$ cat src/rtl/exhaustive_vector_sweeper.sv
// Exhaustive input sweeper for single-output circuits under screening.
// Captures a truth table, ones count and MISR signature per sweep.
module exhaustive_vector_sweeper #(
    parameter int              N_IN   = 3,
    parameter int              SETTLE = 1,
    parameter int              SIG_W  = 16,
    parameter logic [SIG_W-1:0] POLY  = 16'h1021
) (
    input  logic                 CK,
    input  logic                 reset,
    input  logic                 start,
    input  logic                 abort,
    input  logic [SIG_W-1:0]     golden_sig,
    input  logic                 dut_out,
    output logic [N_IN-1:0]      vec_out,
    output logic                 busy,
    output logic                 done,
    output logic                 pass,
    output logic [2**N_IN-1:0]   truth_table,
    output logic [N_IN:0]        ones_count,
    output logic [SIG_W-1:0]     sig
);

    localparam int NV = 2**N_IN;
    localparam int CW = (SETTLE > 1) ? $clog2(SETTLE) : 1;
    localparam logic [CW-1:0] CAP_AT = CW'(SETTLE - 1);

    typedef enum logic [1:0] {
        IDLE  = 2'd0,
        SWEEP = 2'd1,
        DONE  = 2'd2
    } state_t;

    state_t            r_state;
    state_t            w_next;
    logic [N_IN-1:0]   r_vec;
    logic [CW-1:0]     r_cnt;
    logic [NV-1:0]     r_tt;
    logic [N_IN:0]     r_ones;
    logic [SIG_W-1:0]  r_sig;
    logic [SIG_W-1:0]  w_sig_nx;
    logic              w_sweep;
    logic              w_go;
    logic              w_cap;
    logic              w_last;
    logic              w_busy;
    logic              w_done;

    assign w_sweep = (r_state == SWEEP);
    assign w_go    = start & ~w_sweep;
    assign w_cap   = w_sweep & ~abort & (r_cnt == CAP_AT);
    assign w_last  = &r_vec;

    // MISR step: shift, fold the polynomial on MSB carry-out, inject response
    assign w_sig_nx = {r_sig[SIG_W-2:0], 1'b0}
                    ^ (r_sig[SIG_W-1] ? POLY : '0)
                    ^ {{(SIG_W-1){1'b0}}, dut_out};

    // State register
    always_ff @(posedge CK or negedge reset) begin
        if (!reset) r_state <= IDLE;
        else        r_state <= w_next;
    end

    // Next-state decode; abort outranks both capture and start
    always_comb begin
        w_next = r_state;
        unique case (r_state)
            IDLE:    if (start) w_next = SWEEP;
            SWEEP: begin
                if (abort)                w_next = IDLE;
                else if (w_cap && w_last) w_next = DONE;
            end
            DONE:    if (start) w_next = SWEEP;
            default: w_next = IDLE;
        endcase
    end

    // Status outputs decoded from state
    always_comb begin
        w_busy = 1'b0;
        w_done = 1'b0;
        unique case (r_state)
            SWEEP:   w_busy = 1'b1;
            DONE:    w_done = 1'b1;
            default: ;
        endcase
    end

    // Sweep datapath: clear on start, record on capture, freeze otherwise
    always_ff @(posedge CK or negedge reset) begin
        if (!reset) begin
            r_vec  <= '0;
            r_cnt  <= '0;
            r_tt   <= '0;
            r_ones <= '0;
            r_sig  <= '0;
        end else if (w_go) begin
            r_vec  <= '0;
            r_cnt  <= '0;
            r_tt   <= '0;
            r_ones <= '0;
            r_sig  <= '0;
        end else if (w_cap) begin
            r_tt[r_vec] <= dut_out;
            r_ones      <= r_ones + {{N_IN{1'b0}}, dut_out};
            r_sig       <= w_sig_nx;
            r_cnt       <= '0;
            if (!w_last) r_vec <= r_vec + N_IN'(1);
        end else if (w_sweep && !abort) begin
            r_cnt <= r_cnt + CW'(1);
        end
    end

    assign vec_out     = r_vec;
    assign busy        = w_busy;
    assign done        = w_done;
    assign pass        = w_done & (r_sig == golden_sig);
    assign truth_table = r_tt;
    assign ones_count  = r_ones;
    assign sig         = r_sig;

endmodule

$ cat config.mk
export PLATFORM = sky130hd
export DESIGN_NAME = exhaustive_vector_sweeper
export DESIGN_NICKNAME = d
export VERILOG_FILES = /design/src/rtl/exhaustive_vector_sweeper.sv
export SDC_FILE = /design/constraint.sdc
export NUM_CORES = 1
export LEC_CHECK = 0
export ABC_AREA = 1
export CORE_MARGIN = 5
export CORE_UTILIZATION = 30
export CTS_BUF_LIST = sky130_fd_sc_hd__clkbuf_2
export CTS_CLUSTER_DIAMETER = 200
export DETAILED_ROUTE_END_ITERATION = 10
export PLACE_DENSITY = 0.62
export SLEW_MARGIN = 20
export SYNTH_ARGS = -nofsm -noshare
export SYNTH_HDL_FRONTEND = slang
export SYNTH_SLANG_ARGS = --single-unit
export TNS_END_PERCENT = 1
$ cat constraint.sdc
create_clock -name CK -period 3.9 [get_ports CK]
set_input_delay 0.975 -clock CK [delete_from_list [all_inputs] [get_ports CK]]
set_output_delay 0.975 -clock CK [all_outputs]
set_load 0.03 [all_outputs]
==> results of run 1 <==
-- worst max-delay path by stage --
stage | start | end | slack [ps] | cells after the start
after floorplan | golden_sig[6] | pass | 1200 | 8
after global placement | golden_sig[7] | pass | 260 | 8
after detailed placement | golden_sig[7] | pass | 260 | 8
after CTS | golden_sig[7] | pass | 260 | 8
after global routing | golden_sig[7] | pass | 110 | 8
final | golden_sig[6] | pass | 270 | 10
-- power by group through the flow --
stage | clock network, uW | registers (uW) | logic [uW]
global route | 171 | 488 | 708
detailed placement | 0 | 486 | 651
CTS | 154 | 480 | 655
floorplan | 0 | 596 | 330
global placement | 0 | 486 | 645
finish | 146 | 478 | 645
-- registers in the layout, indices dropped and copies added, names as in the netlist --
name,count
sig,16
vec_out,3
truth_table,8
r_state,2
r_cnt,1
ones_count,4
-- per-stage QoR --
stage	area (um2)	total power [uW]	setup slack (ps)	hold slack, ps	util (%)
4_1_cts	2540	1290	259	530	40.3
6_report	2540	1270	269	523	40.3
3_5_place_dp	2510	1140	262	510	39.8
3_3_place_gp	2510	1130	264	500	39.8
2_1_floorplan	1930	926	1200	473	-
5_1_grt	2540	1370	107	566	40.3
-- final cells by class --
type,instances,area (um2),share of cell area [%]
repair buffers,56,556,21.8
well taps,77,96.3,3.79
clock inverters,1,3.75,0.148
flip-flops and latches,34,851,33.4
clock buffers,5,25.0,0.984
inverters,50,190,7.48
multi-input cells,164,822,32.3
-- layer usage --
metal / vias up / wire (um)
li1: 899 / -
met1: 805 / 2250
met2: 49 / 2100
met3: 2 / 292
met4: 0 / 14
met5: - / 0
-- kinds of logic (layout without fill, tap and decap cells) --
kind of cell	Yosys count	count (layout)	synth area share [%]
buffers and inverters	57	112	13.3
adder cells (fa/ha/maj)	4	4	2.59
XOR/XNOR	5	5	2.27
flip-flops	34	34	44.1
AND/OR/NAND/NOR	124	124	28.0
AO/OA/AOI/OAI	31	31	9.79
-- placed cells by master (no fill, tap or decap), drive strengths merged --
cell type	count
clkdlybuf4s50	54
clkinv	1
nor3	2
clkbuf	5
buf	2
a21oi	3
ha	4
inv	50
nor2	21
o21ai	10
nand2	85
xor2	1
o22ai	18
dfrtp	34
xnor2	4
nand3	16
==> results_dict.tcl, run 1 <==
set metrics [dict create \
    synth-seq-area-share_pct 44.1 \
    synthFlopType "dfrtp_1" \
    cp-end-kind "output port" \
    maxCapViolations 0 \
    dp_cells 381 \
    h-tree-depth 2 \
    drtPass1Iterations 4 \
    clock-sinks 34 \
    status "completed" \
    p_int_uw 692 \
    holdPathEnd "r_state[0]$_DFFE_PN0P_" \
    route.vias.total 1755 \
    finalCritPeriodShare_pct 93.1 \
    worstPathMaxFanout 2 \
    tightestPinTransition_ps 482 \
    synth_top_cell_area_share_pct 44.1 \
    synth_most_common_cell "nand2_1" \
    use_met3_pct 4.01 \
    met1_usage_pct 15.2 \
    hp-start "r_state[0]$_DFFE_PN0P_" \
    p_sw_uw 578 \
    ys_top_cells_by_area "dfrtp_1 (44%), nand2_1 (16%), inv_1 (9.3%), o22ai_1 (5.8%), nand3_1 (3.9%)" \
    syn-instance-count 255 \
    yosys-top-cells-count "nand2_1 (82), inv_1 (48), dfrtp_1 (34)" \
    fmax_mhz 275 \
    drt-total-wl_mm 4.65 \
    crit_slowest_cell "clkdlybuf4s50_1" \
    rows 29 \
    critPathArrivalTime_ps 2660 \
    wl_per_cell_um 12.0 \
    fillers 665 \
    r2r_start "vec_out[0]$_DFFE_PN0P_" \
    crit_chain "clkdlybuf4s50_1, inv_1, nand2_1, nand2_1, inv_1, nand2_1, nor2_1, nand3_1, nor2_1, clkdlybuf4s50_1" \
    slowest_delay_ps 670 \
    grt_pass1_vias 1713 \
    ant_nets 0 \
    grt_overflow 0 \
    dp_hpwl_mm 3.50 \
    seq_power_share_pct 37.7 \
    critPathRequiredTime_ps 2920 \
    worst-r2r-cell-count 6 \
    leakage_uw 0.00127 \
    grt.met2_usage_pct 19.5 \
    ios 55 \
    antenna_found_initial 0 \
    grt_busiest_layer "met2" \
    ir_drop_v 0.000302 \
    yosys.area.top_type "dfrtp_1" \
    setup_viol 0 \
    insertion_delay_ps 360 \
    drv_slew 0 \
    setup_tns_ps 0 \
    finalClockSkew_ps 5.49 \
    cpLargestDelayFamily "buffers and inverters" \
    yosys_register_bits 34 \
    antennaDiodeCount 0 \
    clkPwrFrac_pct 11.5 \
    core_area_um2 6310 \
    timing_hold_violations_final 0 \
    io_buffer_count 54 \
    die_area_um2 8140 \
    yosysWarnings 0 \
    clk_transition_reported_paths_ps 160 \
    synthesis.area_um2 1930 \
    critical_path.most_common_cell "nand2_1" \
    cts-root-buf "clkbuf_2" \
    stdcell_count 387 \
    period_needed_ps 3630 \
    start_util_pct 30.6 \
    relSlewSlack_pct 67.8 \
    drcViolationCount 0 \
    grt_pass1_wl_mm 8.09 \
    dieWidth_um 90.2 \
    rrSetupSlack_ps 2270 \
    dieHeight_um 90.2 \
    drive_above_1_share_pct 6.77 \
    synthArstFlopShare_pct 100 \
    pwr_density_cell_nw_per_um2 499 \
    syn_to_final_growth_pct 31.8 \
    gr-usage-all-layers_pct 11.8 \
    fin_nets 336 \
    cp.buffers_inverters 4 \
    cts_tree "built" \
    synth_edf_count 0 \
    p_comb_share_pct 50.8 \
    swShare_pct 45.5 \
    cts_setup_buffers 0 \
    cts_hold_buf 0 \
    worstReg2RegEnd "r_state[0]$_DFFE_PN0P_" \
    viasPerCell 4.53 \
    whs_path_depth 1 \
    drtIter0Drc 79 \
    synth.distinct_cells 24 \
    cts_max_path_buffers 2 \
    gp_congestion 0.806 \
    syn_area_per_cell_um2 7.57 \
    startpoint_type "primary input" \
    cts_made_buffers 5 \
    grt_start_max_net_pins 35 \
    hp-class "reg2reg" \
    synth_nets 280 \
    rsz0062_at_grt "false" \
    cts_resized 0 \
    timing_worst_setup_path_type "in2out" \
]
(Power assumes the default switching activity.)
==> run 2: changes to the inputs <==
Settings changed: CTS_CLUSTER_SIZE set to 28.
==> results of run 2 <==
Same layout as run 1: the final DEF is identical, and so are final timing and power.
==> run 3: changes to the inputs <==
Settings changed: MAX_ROUTING_LAYER set to met4, PLACE_DENSITY 0.62 to not set, PLACE_DENSITY_LB_ADDON set to 0.05.
==> results_dict.tcl, run 3 (synthesis gave the netlist of run 1 again) <==
set metrics [dict create \
    status "completed" \
    drive_above_1_share_pct 7.37 \
    post-place-ws_ps 280 \
    dieWidth_um 90.2 \
    dp_hpwl_mm 3.66 \
    grt_pass1_vias 1741 \
    pwr_density_cell_nw_per_um2 504 \
    rows 29 \
    cts_hold_buf 0 \
    ios 55 \
    critPathArrivalTime_ps 2620 \
    insertion_delay_ps 370 \
    ir_drop_v 0.000268 \
    timing_hold_violations_final 0 \
    tightestPinTransition_ps 497 \
    cts_max_path_buffers 2 \
    core_area_um2 6310 \
    clk_transition_reported_paths_ps 180 \
    antenna_found_initial 0 \
    antennaDiodeCount 0 \
    leakage_uw 0.00128 \
    setup_ws_ps 306 \
    rsz0062_at_grt "false" \
    drcViolationCount 0 \
    fmax_mhz 278 \
    drtIter0Drc 67 \
    grt_pass1_wl_mm 8.12 \
    setup_viol 0 \
    final_common_cell "nand2_1" \
    cts_resized 0 \
    cts_tree "built" \
    gp_congestion 0.808 \
    cts_setup_buffers 0 \
    timing_worst_setup_path_type "in2out" \
    dieHeight_um 90.2 \
    drt-total-wl_mm 4.84 \
    final_cell_mix "nand2_1 (82), clkdlybuf4s50_1 (54), inv_1 (48)" \
    cp-end-kind "output port" \
    hp-class "reg2reg" \
    startpoint_type "primary input" \
    start_util_pct 30.6 \
    syn_to_final_growth_pct 32.4 \
    route.vias.total 1727 \
    viasPerCell 4.44 \
    h-tree-depth 2 \
    power_uw 1290 \
    fin_nets 336 \
    maxCapViolations 0 \
    period_needed_ps 3590 \
    setup_tns_ps 0 \
    drtPass1Iterations 4 \
    die_area_um2 8140 \
    largest_reg_flops 16 \
    relSlewSlack_pct 66.8 \
    clock-sinks 34 \
    wl_per_cell_um 12.4 \
    drv_slew 0 \
    worstPathMaxFanout 2 \
    cts_made_buffers 5 \
    io_buffer_count 54 \
    cts-root-buf "clkbuf_2" \
    grt_overflow 0 \
    grt_start_max_net_pins 35 \
    gr-usage-all-layers_pct 12.6 \
    critPathRequiredTime_ps 2920 \
    finalClockSkew_ps 19.6 \
    ant_nets 0 \
    finalCritPeriodShare_pct 92.1 \
]
## run 3: cell types whose count changed in the layout (fill, tap and decap cells not counted), sizes merged
cell	delta
clkbuf	+1
clkinv	+1
## run 3: through the flow
stage	util, %	hold slack, ps	cells	instance area, um2
global placement	39.8	504	381	2510
global route	40.4	572	389	2550
detailed placement	39.8	502	381	2510
floorplan	-	473	255	1930
finish	40.4	520	389	2550
CTS	40.4	525	389	2550
## run 3: critical path, stage by stage
cell             delay, ps
clkdlybuf4s50_1        470
inv_1                   40
nand2_1                 60
nand2_1                 50
inv_1                   40
nand2_1                 50
nor2_1                  90
nand3_1                 70
nor2_1                  90
clkdlybuf4s50_1        670
## run 3: final timing paths
| check | start | endpoint | slack (ps) | depth (start not counted) |
|---|---|---|---|---|
| max reg2reg | r_state[1]$_DFFE_PN0P_ | sig[4]$_DFFE_PN0P_ | 2150 | 5 |
| min | r_state[0]$_DFFE_PN0P_ | r_state[0]$_DFFE_PN0P_ | 520 | 1 |
| max in group asynchronous | reset | sig[0]$_DFFE_PN0P_ | 2580 | 2 |
| max | golden_sig[15] | pass | 310 | 10 |
| min reg2reg | r_state[0]$_DFFE_PN0P_ | r_state[0]$_DFFE_PN0P_ | 520 | 1 |
| min in group asynchronous | reset | truth_table[3]$_DFFE_PN0P_ | 990 | 2 |
## run 3: layout make-up
| class | instances | area (um2) |
|---|---|---|
| multi-input combinational | 164 | 822 |
| clock inverter | 2 | 8.76 |
| fill | 680 | 3760 |
| tap | 77 | 96.3 |
| timing repair buffer | 56 | 556 |
| clock buffer | 6 | 30.0 |
| inverter | 50 | 190 |
| sequential | 34 | 851 |
## run 3: power breakdown
part	switching, uW	leakage [uW]	internal (uW)
Clock	119	0.0000304	44.2
Sequential	55.6	0.000465	418
Combinational	411	0.000786	238
## run 3: metal layers
metal,track usage (%),routed length (um),vias to the layer above
met1,14.6,2230,775
met2,21.3,2340,44
li1,-,-,903
met4,3.47,59,0
met5,-,0,-
met3,3.42,208,5
==> RTL edit (config.mk and constraints of run 3) <==
Change the parameter `N_IN` from 3 to 2.
--- a/src/rtl/exhaustive_vector_sweeper.sv
+++ b/src/rtl/exhaustive_vector_sweeper.sv
@@ -1,7 +1,7 @@
 // Exhaustive input sweeper for single-output circuits under screening.
 // Captures a truth table, ones count and MISR signature per sweep.
 module exhaustive_vector_sweeper #(
-    parameter int              N_IN   = 3,
+    parameter int              N_IN   = 2,
     parameter int              SETTLE = 1,
     parameter int              SIG_W  = 16,
     parameter logic [SIG_W-1:0] POLY  = 16'h1021
Interface: changed (resized ones_count, truth_table and vec_out); port bits go from 55 to 49. No check against the original RTL was run, so the function may have changed too.
==> RTL edit against run 3 <==
Critical path depth did not move. Routed wire length fell by 20%. Die area fell by 18%. Cell area fell by 18%. Area after synthesis fell by 20%. Global-route usage rose by 0.079 points. Critical path type unchanged. Total power fell by 33%. Sequential cell count fell by 6. Worst setup slack got worse by 0.0027 ns.
==> RTL edit: results (changes against run 3) <==
Status = finished, final reports clean (unchanged)
Non-clock buffers = 49 (was 56)
Clock buf count = 3 (was 6)
CP startpoint = golden_sig[1] (was golden_sig[15])
Top post-synthesis cells by area = dfrtp_1 (45%), nand2_1 (11%), inv_1 (9.2%) (was dfrtp_1 (44%), nand2_1 (16%), inv_1 (9.3%))
Vias in the first global route = 1367 (was 1741)
Normalized max-slew margin = 73.5% (was 66.8%)
Clock transition at path regs = 0.25 ns (was 0.18 ns)
Invs w/o clock = 39 (was 50)
GP Congestion = 0.742 (was 0.808)
FF-to-FF End = vec_out[1] (was sig[4])
Sequential area share after synthesis = 45.3% (was 44.1%)
Detailed Place HPWL = 2900 um (was 3660 um)
Post-synth top cells = nand2_1 (47), inv_1 (38), dfrtp_1 (28) (was nand2_1 (82), inv_1 (48), dfrtp_1 (34))
Port buffer count = 48 (was 54)
H-tree lvl count = 1 (was 2)
Comb_multi_in = 125 (was 164)
Post-CTS sizing = 0 (unchanged)
Area taken by multi-input logic gates = 664 um2 (was 822 um2)
DRT iter0 DRCs = 46 (was 67)
Max FO, Critical Path = 2 (unchanged)
Netlist cell types = 21 (was 24)
Layout Skew = 0.0212 ns (was 0.0196 ns)
Non-clock buffer share = 23.2% (was 21.8%)
Nets@finish = 273 (was 336)
R2R Setup Slk = 2.41 ns (was 2.15 ns)
Met2 WL = 1790 um (was 2340 um)
WL/cell = 12.2 um (was 12.4 um)
Synth Area per Inst = 7.84 um2 (was 7.57 um2)
Grt met1 use = 16.8% (was 14.6%)
Reg power frac = 42.8% (was 36.9%)
Total wire length = 3850 um (was 4840 um)
Net Switching = 0.000360 W (was 0.000586 W)
Met2 GRT Util = 20.0% (was 21.3%)
Share of cells above drive strength 1 = 4.49% (was 7.37%)
Placed instance count = 311 (was 381)
Max rail drop VDD = 0.000277 V (was 0.000268 V)
M1 wire length = 1870 um (was 2230 um)
Leakage = 1.00 nW (was 1.28 nW)
ClkCell Share = 0.891% (was 1.52%)
Logic pwr share = 44.5% (was 50.5%)
Register-to-Register Path Depth = 6 (was 5)
Largest net degree at the start of global routing = 29 (was 35)
Reg2reg start = r_state[0] (was r_state[1])
Vias per inst = 4.37 (was 4.44)
M3 GR Usage = 1.97% (was 3.42%)
Crit path DAT = 2.62 ns (about the same)
All-Layer GR Usage = 12.6% (about the same)
TritonCTS Sinks = 28 (was 34)
Worst path max stage delay = 0.67 ns (about the same)
First-pass GRT wire length = 6320 um (was 8120 um)
Fill cells = 521 (was 680)
Net Count, Synth = 224 (was 280)
Sequential cell area share = 33.3% (about the same)
DR WL met3 = 166 um (was 208 um)
## RTL edit: changes by cell type in the layout (fill, tap and decap cells not counted), sizes merged, moves of 6 or more
cell           delta
nand2            -33
inv              -11
nor2              -9
o22ai             -8
clkdlybuf4s50     -6
dfrtp             -6
## RTL edit: through the flow
step / setup slack [ns] / total power [W] / util, % / area [um2] / hold slack (ns)
floorplan: 1.19 / 0.000616 / - / 1550 / 0.467
global placement: 0.248 / 0.000768 / 41.4 / 2090 / 0.496
detailed placement: 0.268 / 0.000767 / 41.4 / 2090 / 0.505
CTS: 0.268 / 0.000879 / 41.8 / 2110 / 0.534
global route: 0.133 / 0.000934 / 41.8 / 2110 / 0.566
finish: 0.304 / 0.000868 / 41.8 / 2110 / 0.530
## RTL edit: cell families (layout without fill, tap and decap cells)
group	count (synthesis)	in the layout	share of synthesized area, %
compound gates	28	28	10.2
xor+xnor	7	7	3.97
fa+ha+maj	6	6	4.86
buf+inv	44	92	11.7
flops	28	28	45.3
simple gates	84	84	24.0
